--- config.mk ---
export PLATFORM = sky130hd
export DESIGN_NAME = sdio_dat_tx
export DESIGN_NICKNAME = d
export VERILOG_FILES = /design/src/rtl/sdio_dat_tx_pkg.sv /design/src/rtl/sdio_dat_tx_crc16.sv /design/src/rtl/sdio_dat_tx.sv
export SDC_FILE = /design/constraint.sdc
export NUM_CORES = 1
export LEC_CHECK = 0
export BUFFER_PORTS_ARGS = -buffer_cell sky130_fd_sc_hd__buf_2
export CAP_MARGIN = 40
export CELL_PAD_IN_SITES_DETAIL_PLACEMENT = 0
export CELL_PAD_IN_SITES_GLOBAL_PLACEMENT = 1
export CORE_MARGIN = 2
export CORE_UTILIZATION = 45
export DETAILED_ROUTE_END_ITERATION = 10
export PLACE_DENSITY_LB_ADDON = 0.15
export SYNTH_ARGS = -nofsm -noshare
export SYNTH_HDL_FRONTEND = slang
export SYNTH_SLANG_ARGS = --single-unit
--- constraint.sdc ---
create_clock -name clk -period 2.15 [get_ports clk]
set_clock_uncertainty 0.2 [all_clocks]
set_input_delay 0.215 -clock clk [delete_from_list [all_inputs] [get_ports clk]]
set_output_delay 0.215 -clock clk [all_outputs]
set_load 0.005 [all_outputs]
--- src/rtl/sdio_dat_tx_pkg.sv ---
// ============================================================================
// Module : sdio_dat_tx_pkg
// Brief  : Shared state encoding and constants for the SDIO DAT transmitter.
// Rev    : 1.0 - initial release
// ============================================================================
`default_nettype none

package sdio_dat_tx_pkg;

    typedef enum logic [2:0] {
        ST_IDLE  = 3'd0,
        ST_START = 3'd1,
        ST_DATA  = 3'd2,
        ST_CRC   = 3'd3,
        ST_END   = 3'd4
    } state_t;

    localparam int          C_CRC_LEN     = 16;
    localparam int          C_MAX_BLK_LEN = 512;
    localparam logic [15:0] C_CRC_POLY    = 16'h1021;

endpackage

`default_nettype wire

--- src/rtl/sdio_dat_tx_crc16.sv ---
// ============================================================================
// Module : crc16
// Brief  : Serial CRC16-CCITT (x^16+x^12+x^5+1) generator, zero init, with
//          shift-out mode that drains the register MSB first.
// Rev    : 1.0 - initial release
// ============================================================================
`default_nettype none

module crc16
    import sdio_dat_tx_pkg::*;
(
    input  logic clk,
    input  logic rst,
    input  logic i_gen_en,
    input  logic i_out_en,
    input  logic i_din,
    output logic o_dout
);

    logic [C_CRC_LEN-1:0] r_crc;
    logic                 w_fb;

    assign w_fb   = i_din ^ r_crc[C_CRC_LEN-1];
    assign o_dout = r_crc[C_CRC_LEN-1];

    // Shift-out fills with zeros, so a full drain leaves the register cleared.
    always_ff @(posedge clk or posedge rst) begin
        if (rst) begin
            r_crc <= '0;
        end else if (i_gen_en) begin
            r_crc <= {r_crc[C_CRC_LEN-2:0], 1'b0} ^ (w_fb ? C_CRC_POLY : 16'h0000);
        end else if (i_out_en) begin
            r_crc <= {r_crc[C_CRC_LEN-2:0], 1'b0};
        end
    end

endmodule

`default_nettype wire

--- src/rtl/sdio_dat_tx.sv ---
// ============================================================================
// Module : sdio_dat_tx
// Brief  : 1-bit SDIO read-data block serialiser: start bit, payload MSB
//          first, CRC16, end bit.
// Rev    : 1.0 - initial release
// ============================================================================
`default_nettype none

module sdio_dat_tx
    import sdio_dat_tx_pkg::*;
#(
    parameter int LEN_W       = 10,
    parameter int MAX_BLK_LEN = C_MAX_BLK_LEN
) (
    input  logic             clk,
    input  logic             rst,
    input  logic             i_start,
    input  logic [LEN_W-1:0] i_blk_len,
    input  logic             i_abort,
    input  logic [7:0]       i_tx_data,
    input  logic             i_tx_valid,
    output logic             o_tx_ready,
    output logic             o_dat_out,
    output logic             o_dat_oe,
    output logic             o_busy,
    output logic             o_done,
    output logic             o_underrun
);

    localparam logic [LEN_W:0] C_ONE     = {{LEN_W{1'b0}}, 1'b1};
    localparam logic [LEN_W:0] C_MAX_CNT = (LEN_W+1)'(MAX_BLK_LEN);

    state_t         r_state;
    state_t         w_state_nxt;
    logic [2:0]     r_bit_cnt;
    logic [LEN_W:0] r_byte_cnt;
    logic [3:0]     r_crc_cnt;
    logic [7:0]     r_shift;
    logic           r_dat_out;
    logic           r_dat_oe;
    logic           r_end_q;
    logic           r_done;
    logic           r_underrun;
    logic           r_crc_clr;

    logic           w_next_bit;
    logic           w_tx_ready;
    logic           w_gen_en;
    logic           w_out_en;
    logic           w_abort_act;
    logic           w_crc_rst;
    logic           w_crc_dout;
    logic [LEN_W:0] w_blk_cnt;

    assign w_blk_cnt   = (i_blk_len == '0) ? C_MAX_CNT : {1'b0, i_blk_len};
    assign w_abort_act = i_abort && (r_state != ST_IDLE);
    assign w_crc_rst   = rst | r_crc_clr;

    always_ff @(posedge clk or posedge rst) begin
        if (rst) begin
            r_state <= ST_IDLE;
        end else begin
            r_state <= w_state_nxt;
        end
    end

    always_comb begin
        w_state_nxt = r_state;
        w_next_bit  = 1'b1;
        w_tx_ready  = 1'b0;
        w_gen_en    = 1'b0;
        w_out_en    = 1'b0;
        case (r_state)
            ST_IDLE: begin
                if (i_start) begin
                    w_state_nxt = ST_START;
                end
            end
            ST_START: begin
                w_next_bit  = 1'b0;
                w_tx_ready  = 1'b1;
                w_state_nxt = ST_DATA;
            end
            ST_DATA: begin
                w_next_bit = r_shift[7];
                w_gen_en   = 1'b1;
                // Next byte is fetched on the last bit of every byte but the final one.
                w_tx_ready = (r_bit_cnt == 3'd7) && (r_byte_cnt != C_ONE);
                if ((r_bit_cnt == 3'd7) && (r_byte_cnt == C_ONE)) begin
                    w_state_nxt = ST_CRC;
                end
            end
            ST_CRC: begin
                w_next_bit = w_crc_dout;
                w_out_en   = 1'b1;
                if (r_crc_cnt == 4'd15) begin
                    w_state_nxt = ST_END;
                end
            end
            ST_END: begin
                w_next_bit  = 1'b1;
                w_state_nxt = ST_IDLE;
            end
            default: begin
                w_state_nxt = ST_IDLE;
            end
        endcase
        if (w_abort_act) begin
            w_state_nxt = ST_IDLE;
            w_tx_ready  = 1'b0;
        end
    end

    always_ff @(posedge clk or posedge rst) begin
        if (rst) begin
            r_dat_out  <= 1'b1;
            r_dat_oe   <= 1'b0;
            r_end_q    <= 1'b0;
            r_done     <= 1'b0;
            r_underrun <= 1'b0;
            r_crc_clr  <= 1'b0;
            r_bit_cnt  <= 3'd0;
            r_byte_cnt <= '0;
            r_crc_cnt  <= 4'd0;
            r_shift    <= 8'h00;
        end else begin
            r_dat_out <= w_abort_act ? 1'b1 : w_next_bit;
            r_dat_oe  <= (r_state != ST_IDLE) && !w_abort_act;
            r_crc_clr <= w_abort_act;
            r_end_q   <= (r_state == ST_END) && !w_abort_act;
            r_done    <= r_end_q;

            r_bit_cnt <= (r_state == ST_DATA) ? r_bit_cnt + 3'd1 : 3'd0;
            r_crc_cnt <= (r_state == ST_CRC) ? r_crc_cnt + 4'd1 : 4'd0;

            if ((r_state == ST_IDLE) && i_start) begin
                r_byte_cnt <= w_blk_cnt;
                r_underrun <= 1'b0;
            end else begin
                if ((r_state == ST_DATA) && (r_bit_cnt == 3'd7)) begin
                    r_byte_cnt <= r_byte_cnt - C_ONE;
                end
                if (w_tx_ready && !i_tx_valid) begin
                    r_underrun <= 1'b1;
                end
            end

            // A starved fetch sends zeros rather than stretching the line.
            if (w_tx_ready) begin
                r_shift <= i_tx_valid ? i_tx_data : 8'h00;
            end else if (r_state == ST_DATA) begin
                r_shift <= {r_shift[6:0], 1'b0};
            end
        end
    end

    crc16 u_crc16 (
        .clk      (clk),
        .rst      (w_crc_rst),
        .i_gen_en (w_gen_en),
        .i_out_en (w_out_en),
        .i_din    (w_next_bit),
        .o_dout   (w_crc_dout)
    );

    assign o_tx_ready = w_tx_ready;
    assign o_dat_out  = r_dat_out;
    assign o_dat_oe   = r_dat_oe;
    assign o_busy     = (r_state != ST_IDLE);
    assign o_done     = r_done;
    assign o_underrun = r_underrun;

endmodule

`default_nettype wire
After elaboration in Yosys (flattened, before gate mapping):

Index checks and enable logic that the tools add are counted.

* $add $sub $neg: 3
* equal/unequal tests: 11
* muxes and demuxes: 24
* bitwise gates (word level): 3
* reductions and logical operators: 18

Operator list (count)
* $mux 16: 2
* $mux 8: 3
* $mux 11: 2
* $xor 16x16->16: 1
* $mux 3: 5
* $mux 13: 1
* $pmux 3 s4: 1
* $eq 11x1->1 const B: 1
* $ne 11x1->1 const B: 1
* $sub 11x1->11 const B: 1
* $logic_not 10->1: 1
* $mux 10: 1
* $ne 3x3->1 const B: 3
* $logic_and 1x1->1: 8
* $reduce_bool 2->1: 4
* $eq 3x2->1 const B: 2
* $eq 3x3->1 const B: 2
* $mux 1: 6
* $add 4x1->4 const B: 1
* $eq 4x4->1 const B: 1
* $mux 4: 1
* $add 3x1->3 const B: 1
* $eq 3x1->1 const B: 1
* $logic_not 3->1: 1
* other kinds (7): 8

* bits in registers: 51
* word-level logic and storage cells: 71

Longest topological paths before layout:

Gate-level depths: netlist of the first run.

* depth after elaboration: 7
* depth in mapped cells: 8
* mapped depth without buffers: 6

By module:

Synthesis of the first run repeated with hierarchy kept, for this count alone.

* cells, all modules: 217
* area, all modules: 2481.1 um2

By module, submodules not included
* sdio_dat_tx: instances 1, cells each 174, area each 1795.5 um2, seq. area each 877.1 um2
* crc16: instances 1, cells each 43, area each 685.7 um2, seq. area each 400.4 um2

Least setup slack after synthesis of the first run:

Ideal clock, no wire load.

* kind: reg-to-output
* start point: register r_bit_cnt[0]
* end point: output port o_tx_ready
* arrival time: 1.527 ns
* path slack: 0.208 ns
* stages on the path, launching flop included: 9
* path buffers: 2
* cells stage by stage: dfrtp_1 ha_1 ha_1 nand4bb_1 clkbuf_1 nor2_1 a21boi_1 buf_6 inv_1

* cells in the longest elaborated chain, start to end: 4

Ends and longest elaborated chain
* from (decl): line sdio_dat_tx.sv:35 `logic [2:0] r_bit_cnt;`
* from (signal assigned): line sdio_dat_tx.sv:133 `r_bit_cnt <= (r_state == ST_DATA) ? r_bit_cnt + 3'd1 : 3'd0;`
* $eq 3x3->1: line sdio_dat_tx.sv:88 `w_tx_ready = (r_bit_cnt == 3'd7) && (r_byte_cnt != C_ONE);`
* $logic_and 1x1->1: line sdio_dat_tx.sv:88
* $pmux 1 s2: line sdio_dat_tx.sv:73 `case (r_state)`
* $mux 1: line sdio_dat_tx.sv:108 `if (w_abort_act) begin`
* to (decl): line sdio_dat_tx.sv:22 `output logic o_tx_ready,`

Every way passes these cells.

Worst setup path after layout of the first run:

* start point: register r_state[2]
* end point: output port o_tx_ready

* cells in the longest elaborated chain, start to end: 3
* elaborated cells on any way between the ends: 6
* classes of those cells: eq/ne (2); mux (2); reduce/logical (2)

Ends and longest elaborated chain
* from (decl): line sdio_dat_tx.sv:33 `state_t r_state;`
* from (signal assigned): line sdio_dat_tx.sv:63 `r_state <= w_state_nxt;`
* $eq 3x2->1, or another cell as far along: line sdio_dat_tx.sv:73
* $pmux 1 s2 or $logic_and 1x1->1 (tied branches): line sdio_dat_tx.sv:73, sdio_dat_tx.sv:56
* $mux 1 *: line sdio_dat_tx.sv:108

Every way passes the cells marked *; elsewhere a longest branch is shown, timed or not.

==> impl_metrics.sql, run 1 <==
INSERT INTO impl_metrics (metric_group, metric, value, unit) VALUES
('cts', 'cts-htree-levels', '2', ''),
('setup_path', 'cp-end-kind', 'primary output', ''),
('logic_synthesis', 'synth_edf_count', '0', ''),
('final_layout', 'final_layout_size_suffix_gt1_share', '25.2', '%'),
('timing', 'finalCriticalPeriod', '2.05', 'ns'),
('timing', 'post-route-period-util', '95.4', '%'),
('drt', 'vias', '1862', ''),
('drt', 'wl_per_cell', '13.0', 'microns'),
('setup_path', 'setup.worst_path.class', 'reg2out', ''),
('grt', 'grt_usage', '17.0', '%'),
('logic_synthesis', 'post_synth_num_cell_types', '52', ''),
('placed_design', 'pre_cts_slack', '0.139', 'ns'),
('power', 'power.leakage', '0.00147', 'uW'),
('final_layout', 'area_delta_synth_final', '24.7', '%'),
('timing', 'setup_slack_of_the_critical_path_after_layout', '0.0981', 'ns'),
('floorplan', 'floorplan.die.height', '77.7', 'microns'),
('power', 'power_density', '990', 'nW/um^2'),
('logic_synthesis', 'synth-warning-count', '0', ''),
('placed_design', 'place.detailed.hpwl', '3300', 'microns'),
('final_layout', 'antennaDiodeCount', '0', ''),
('cts', 'cts_buffers', '5', ''),
('final_layout', 'mostFrequentLayoutCell', 'nand2_1', ''),
('cts', 'cts.sink_count', '51', ''),
('cts', 'clk-insertion-delay-late', '0.30', 'ns'),
('cts', 'clock_tree.root_cell', 'clkbuf_8', ''),
('timing', 'count_of_final_max_slew_check_failures', '0', ''),
('floorplan', 'num_io_pins', '29', ''),
('power', 'ir_drop', '485', 'uV'),
('power', 'total_power', '3020', 'uW'),
('logic_synthesis', 'synthesized_netlist_net_count', '275', ''),
('drt', 'post_route_ant_nets', '0', ''),
('floorplan', 'rows', '26', ''),
('timing', 'slew_headroom', '61.9', '%'),
('setup_path', 'worst_ep_arrival_time', '1.64', 'ns'),
('placed_design', 'place_congestion', '0.801', ''),
('floorplan', 'fp.dieArea', '6040', 'sq um'),
('timing', 'final-hold-violation-count', '0', ''),
('setup_path', 'cell_with_the_largest_stage_delay_on_the_worst_path', 'or4b_4', ''),
('timing', 'setup_violations', '0', ''),
('setup_path', 'critPathLaunchType', 'flop', ''),
('logic_synthesis', 'syn_area_per_cell', '9.91', 'sq um'),
('floorplan', 'die_w', '77.7', 'microns'),
('setup_path', 'timing.critical_path.slowest_cell_delay', '0.54', 'ns'),
('setup_path', 'sequence_of_cells_on_the_critical_path', 'or4b_4, a21boi_2, inv_1, buf_2', ''),
('setup_path', 'worst-endpoint-required', '1.74', 'ns'),
('grt', 'maximum_number_of_pins_on_one_net_before_global_route_repair', '36', ''),
('placed_design', 'port_buffers', '28', ''),
('floorplan', 'initial_core_util', '47.3', '%'),
('logic_synthesis', 'asyncSetResetFlopFracSynth', '100', '%'),
('grt', 'number_of_antenna_violations_at_the_first_check_in_global_routing', '0', ''),
('drt', 'wirelength', '4830', 'microns'),
('logic_synthesis', 'syn-instance-count', '247', ''),
('drt', 'route.detailed.vias_per_inst', '5.02', ''),
('job', 'drv.max_cap_violation_count', '0', ''),
('logic_synthesis', 'yosys.area.top_type', 'dfrtp_1', ''),
('cts', 'cts_tree', 'done', ''),
('logic_synthesis', 'seq_area_frac_synth', '52.2', '%'),
('logic_synthesis', 'post-synth-top-area-fraction', '51.1', '%'),
('drt', 'remaining_drc_errors', '0', ''),
('drt', 'detailedRoute.firstPassIterationCount', '4', ''),
('timing', 'tightest_slew', '0.567', 'ns'),
('logic_synthesis', 'synth-seq-cells', '51', ''),
('grt', 'grt_pass1_wl', '8310', 'microns'),
('logic_synthesis', 'synth_top_flop_cell', 'dfrtp_1', ''),
('logic_synthesis', 'ys_top_cells_by_area', 'dfrtp_1, nand2_1, mux2i_1', ''),
('cts', 'clock_edge_transition_at_the_registers_on_the_reported_setup_and_hold_paths', '0.09', 'ns'),
('timing', 'totalNegativeSetupSlack', '0', 'ns'),
('setup_path', 'worst_case_register_to_register_setup_slack', '0.22', 'ns'),
('cts', 'cts-root-to-sink-buffers', '2', ''),
('timing', 'final.hold.worst_slack', '0.000679', 'ns'),
('floorplan', 'core_area', '5170', 'sq um'),
('setup_path', 'critical_path.top_delay_family', 'simple AND/OR/NAND/NOR gates', ''),
('grt', 'gr-total-overflow', '0', ''),
('grt', 'grt_pass1_vias', '1790', ''),
('setup_path', 'critPathBufInv', '2', ''),
('timing', 'clock.fmax', '0.487', 'GHz'),
('run_status', 'outcome', 'finished clean', ''),
('final_layout', 'layout_common_cells', 'nand2_1, dfrtp_1, buf_2', ''),
('drt', 'drt_iter0_markers', '132', ''),
('setup_path', 'critical_path.max_fanout', '7', ''),
('logic_synthesis', 'synthesis.area', '2450', 'sq um'),
('final_layout', 'design.final.nets', '328', ''),
('hold_path', 'worst_min_delay_path_category', 'in2reg', '');
==> layer usage <==
layer / track usage [%] / vias to the layer above / wire length (microns) / share of wire, %
li1: - / 948 / - / -
met1: 25.5 / 881 / 2560 / 53
met2: 25.1 / 28 / 2070 / 43
met3: 3.14 / 5 / 155 / 3.2
met4: 4.82 / 0 / 44 / 0.91
met5: 0 / - / 0 / 0
==> final cells by class <==
| type | count | area [sq um] |
|---|---|---|
| fill | 449 | 2120 |
| inverter | 7 | 26.3 |
| clock buffer | 6 | 82.6 |
| timing repair buffer | 60 | 413 |
| tap | 70 | 87.6 |
| clock inverter | 2 | 38.8 |
| multi-input combinational | 175 | 1120 |
| sequential | 51 | 1280 |
==> sequential cells by signal, summed over array words and instances, names as in the netlist, 3 cells and up <==
| register | count |
|---|---|
| u_crc16.r_crc | 16 |
| r_byte_cnt | 11 |
| r_shift | 8 |
| r_crc_cnt | 4 |
| r_bit_cnt | 3 |
| r_state | 3 |
==> per-stage QoR <==
step           instance area (sq um)  util [%]  instances
6_report                        3050      59.0        371
5_1_grt                         3050      59.0        371
4_1_cts                         2960      57.2        365
3_5_place_dp                    2690      52.1        344
3_3_place_gp                    2690      52.1        344
2_1_floorplan                   2450         -        247
==> where the power goes <==
| group | internal, uW | switching, uW | total [uW] |
|---|---|---|---|
| clock | 383 | 325 | 708 |
| sequential | 1250 | 245 | 1500 |
| combinational | 402 | 414 | 816 |
| total | 2040 | 983 | 3020 |
==> path summary, 6_finish.rpt <==
path,end,from,depth (start not counted)
worst min-delay path,r_byte_cnt[0]$_DFFE_PP0P_,i_blk_len[0],3
min in group asynchronous,u_crc16.r_crc[14]$_DFFE_PP0N_,r_crc_clr$_DFF_PP0_,2
worst min register to register,u_crc16.r_crc[14]$_DFFE_PP0N_,r_crc_clr$_DFF_PP0_,2
worst max-delay path,o_tx_ready,r_state[2]$_DFFE_PP0P_,4
max in group asynchronous,r_state[2]$_DFFE_PP0P_,rst,4
worst max register to register,r_byte_cnt[8]$_DFFE_PP0P_,r_bit_cnt[0]$_DFF_PP0_,6
==> worst register-to-register path, delay by kind of cell (launching register included) <==
family,cells,cell delay (ns)
simple gates,2,0.36
fa+ha+maj,2,0.33
buf+inv,1,0.20
flops,1,0.37
compound gates,1,0.35
==> synth_stat cells, types with 2 or more instances <==
| library cell | instances |
|---|---|
| dfrtp_1 | 50 |
| inv_1 | 7 |
| a31oi_1 | 2 |
| nor4_1 | 3 |
| clkbuf_1 | 4 |
| nor2_1 | 18 |
| nor2b_1 | 2 |
| o21ai_0 | 6 |
| nand3_1 | 5 |
| a21oi_1 | 3 |
| nor4b_1 | 2 |
| ha_1 | 5 |
| buf_6 | 2 |
| mux2i_1 | 14 |
| nand2b_1 | 2 |
| nor3_1 | 5 |
| buf_2 | 6 |
| nand4_1 | 2 |
| xor2_1 | 3 |
| nand2_1 | 63 |
| and3_1 | 3 |
| xnor2_1 | 6 |
| or3_1 | 2 |
| a22oi_1 | 2 |
| o22ai_1 | 2 |
| or4b_4 | 2 |
==> cells by family (layout without fill, tap and decap cells) <==
logic type	Yosys count	after routing	synth area share [%]
flip-flops	51	51	52.2
adder cells (fa/ha/maj)	5	5	2.56
AO/OA/AOI/OAI	28	28	7.92
multiplexers	14	14	5.73
XOR/XNOR	9	9	3.22
AND/OR/NAND/NOR	119	119	24.1
buffers and inverters	21	75	4.29
==> what timing repair did <==
action / CTS / global route
pin swaps: 1 / 1
gates resized for setup: 3 / 12
endpoints found under the hold margin: 62 / 0
setup endpoints to repair: 1 / 1
setup buffers: 0 / 6
hold buffers: 13 / 0
Power figures use the tool's default switching activity.
==> inputs of run 2 (changes only) <==
--- a/config.mk
+++ b/config.mk
@@ -13,6 +13,7 @@
 export CORE_UTILIZATION = 45
 export DETAILED_ROUTE_END_ITERATION = 10
 export PLACE_DENSITY_LB_ADDON = 0.15
+export RECOVER_POWER = 25
 export SYNTH_ARGS = -nofsm -noshare
 export SYNTH_HDL_FRONTEND = slang
 export SYNTH_SLANG_ARGS = --single-unit
==> constraint.sdc (replaced) <==
create_clock -name clk -period 2.1 [get_ports clk]
set_clock_uncertainty 0.2 [all_clocks]
set_input_delay 0.21 -clock clk [delete_from_list [all_inputs] [get_ports clk]]
set_output_delay 0.21 -clock clk [all_outputs]
set_load 0.005 [all_outputs]
==> impl_metrics.sql, run 2 (same netlist as run 1, synthesis figures left out) <==
INSERT INTO impl_metrics (metric_group, metric, value, unit) VALUES
('timing', 'count_of_final_max_slew_check_failures', '0', ''),
('cts', 'cts_tree', 'done', ''),
('timing', 'clock.fmax', '0.488', 'GHz'),
('cts', 'clock_tree.root_cell', 'clkbuf_8', ''),
('cts', 'clock_edge_transition_at_the_registers_on_the_reported_setup_and_hold_paths', '0.10', 'ns'),
('setup_path', 'critPathBufInv', '2', ''),
('power', 'power.leakage', '0.00149', 'uW'),
('setup_path', 'critPathLaunchType', 'flop', ''),
('timing', 'tightest_slew', '0.870', 'ns'),
('grt', 'grt_pass1_vias', '1897', ''),
('timing', 'final-hold-violation-count', '0', ''),
('drt', 'detailedRoute.firstPassIterationCount', '4', ''),
('power', 'total_power', '3020', 'uW'),
('setup_path', 'worst_ep_arrival_time', '1.64', 'ns'),
('hold_path', 'worst_min_delay_path_category', 'in2reg', ''),
('setup_path', 'worst-endpoint-required', '1.69', 'ns'),
('drt', 'wl_per_cell', '13.4', 'microns'),
('grt', 'number_of_antenna_violations_at_the_first_check_in_global_routing', '0', ''),
('final_layout', 'largestRegisters', 'u_crc16.r_crc (16), r_byte_cnt (11), r_shift (8)', ''),
('placed_design', 'post_dp_cell_area', '2720', 'sq um'),
('drt', 'wirelength', '5070', 'microns'),
('hold_path', 'holdPathStages', '3', ''),
('floorplan', 'fp.dieArea', '6040', 'sq um'),
('timing', 'final.hold.worst_slack', '0.00485', 'ns'),
('power', 'power_density', '974', 'nW/um^2'),
('timing', 'post-route-period-util', '97.6', '%'),
('setup_path', 'worst_case_register_to_register_setup_slack', '0.13', 'ns'),
('drt', 'post_route_ant_nets', '0', ''),
('timing', 'finalCriticalPeriod', '2.05', 'ns'),
('setup_path', 'setup.worst_path.class', 'reg2out', ''),
('floorplan', 'rows', '26', ''),
('cts', 'cts-root-to-sink-buffers', '2', ''),
('final_layout', 'finish.instance_area', '3100', 'sq um'),
('setup_path', 'reg2reg_to', 'r_shift[1]$_DFFE_PP0P_', ''),
('timing', 'setup_violations', '0', ''),
('cts', 'cts.sink_count', '51', ''),
('setup_path', 'critical_path.max_fanout', '3', ''),
('placed_design', 'place_congestion', '0.782', ''),
('final_layout', 'registers.top_by_ff_count', 'u_crc16.r_crc', ''),
('setup_path', 'timing.critical_path.slowest_cell_delay', '0.55', 'ns'),
('timing', 'totalNegativeSetupSlack', '0', 'ns'),
('setup_path', 'worst_r2r_path_depth', '6', ''),
('final_layout', 'largest_register_ffs', '16', ''),
('placed_design', 'port_buffers', '28', ''),
('grt', 'gr-total-overflow', '0', ''),
('final_layout', 'final_layout_size_suffix_gt1_share', '25.6', '%'),
('final_layout', 'mostFrequentLayoutCell', 'nand2_1', ''),
('floorplan', 'floorplan.die.height', '77.7', 'microns'),
('placed_design', 'place.detailed.hpwl', '3360', 'microns'),
('power', 'ir_drop', '512', 'uV'),
('cts', 'cts-htree-levels', '2', ''),
('final_layout', 'antennaDiodeCount', '0', ''),
('final_layout', 'area_delta_synth_final', '26.6', '%'),
('setup_path', 'cp-end-kind', 'primary output', ''),
('drt', 'remaining_drc_errors', '0', ''),
('drt', 'vias', '1878', ''),
('floorplan', 'die_w', '77.7', 'microns'),
('grt', 'grt_pass1_wl', '8810', 'microns'),
('job', 'drv.max_cap_violation_count', '0', ''),
('timing', 'slew_headroom', '42.0', '%'),
('drt', 'route.detailed.vias_per_inst', '4.96', ''),
('cts', 'cts_buffers', '5', ''),
('floorplan', 'initial_core_util', '47.3', '%'),
('floorplan', 'core_area', '5170', 'sq um'),
('hold_path', 'holdCritStartpoint', 'i_blk_len[7]', ''),
('hold_path', 'worst_hold_path.endpoint', 'r_byte_cnt[7]$_DFFE_PP0P_', ''),
('floorplan', 'num_io_pins', '29', ''),
('setup_path', 'sequence_of_cells_on_the_critical_path', 'or4b_4, a21boi_2, inv_1, buf_2', ''),
('final_layout', 'design.final.nets', '336', ''),
('setup_path', 'timing.rr.start', 'r_state[2]$_DFFE_PP0P_', ''),
('grt', 'maximum_number_of_pins_on_one_net_before_global_route_repair', '36', ''),
('drt', 'drt_iter0_markers', '143', ''),
('run_status', 'outcome', 'finished clean', ''),
('final_layout', 'fin_util', '59.9', '%'),
('final_layout', 'layout_common_cells', 'nand2_1, dfrtp_1, buf_2', ''),
('setup_path', 'critical_path.top_delay_family', 'simple AND/OR/NAND/NOR gates', ''),
('grt', 'grt_usage', '18.4', '%'),
('setup_path', 'cell_with_the_largest_stage_delay_on_the_worst_path', 'or4b_4', ''),
('cts', 'clk-insertion-delay-late', '0.31', 'ns');
## run 2: how the worst max path moves through the flow
stage / cells after the start / end / slack (ns) / startpoint
finish: 4 / o_tx_ready / 0.05 / r_state[1]$_DFFE_PP0P_
global route: 7 / o_tx_ready / -0.008 / r_byte_cnt[1]$_DFFE_PP0P_
CTS: 7 / o_tx_ready / 0.02 / r_byte_cnt[1]$_DFFE_PP0P_
detailed placement: 7 / r_shift[4]$_DFFE_PP0P_ / 0.09 / r_byte_cnt[1]$_DFFE_PP0P_
global placement: 7 / r_shift[1]$_DFFE_PP0P_ / 0.14 / r_byte_cnt[1]$_DFFE_PP0P_
floorplan: 8 / o_tx_ready / 0.16 / r_bit_cnt[0]$_DFF_PP0_
## run 2: worst reg2reg max path, delay by kind of cell (launching register included)
| kind | cells | cell delay, ns |
|---|---|---|
| AND/OR/NAND/NOR | 2 | 0.58 |
| flip-flops | 1 | 0.43 |
| multiplexers | 2 | 0.34 |
| buffers and inverters | 2 | 0.32 |
## run 2: metrics by stage
step / setup slack [ns] / instances
after floorplan: 0.163 / 247
after global placement: 0.140 / 347
after detailed placement: 0.0852 / 347
after CTS: 0.0211 / 377
after global routing: -0.00756 / 379
final: 0.0507 / 379
## run 2: final cells by class
class                   instances  area [sq um]
fillers                       457          2070
flip-flops and latches         51          1280
multi-input cells             175          1130
repair buffers                 68           473
well taps                      70          87.6
clock buffers                   6          82.6
inverters                       7          26.3
clock inverters                 2          13.8
## run 2: timing repair
action,CTS,global route
endpoints found under the setup margin,1,1
hold buffers,16,0
pin swaps,1,2
setup buffers,6,2
endpoints found under the hold margin,65,0
resized for setup,8,8
## run 2: metal layers
metal / GRT usage [%] / vias up / part of all wire (%)
met2: 27.0 / 24 / 44
li1: - / 961 / -
met4: 6.07 / 0 / 1.6
met3: 4.19 / 9 / 3.0
met5: 0 / - / 0
met1: 27.0 / 884 / 51
## run 2: power by group
part,switching [uW],leakage [uW],total (uW),internal [uW]
Combinational,439,0.000785,886,447
Clock,328,0.0000516,598,270
Sequential,253,0.000657,1530,1280
Total,1020,0.00149,3020,2000
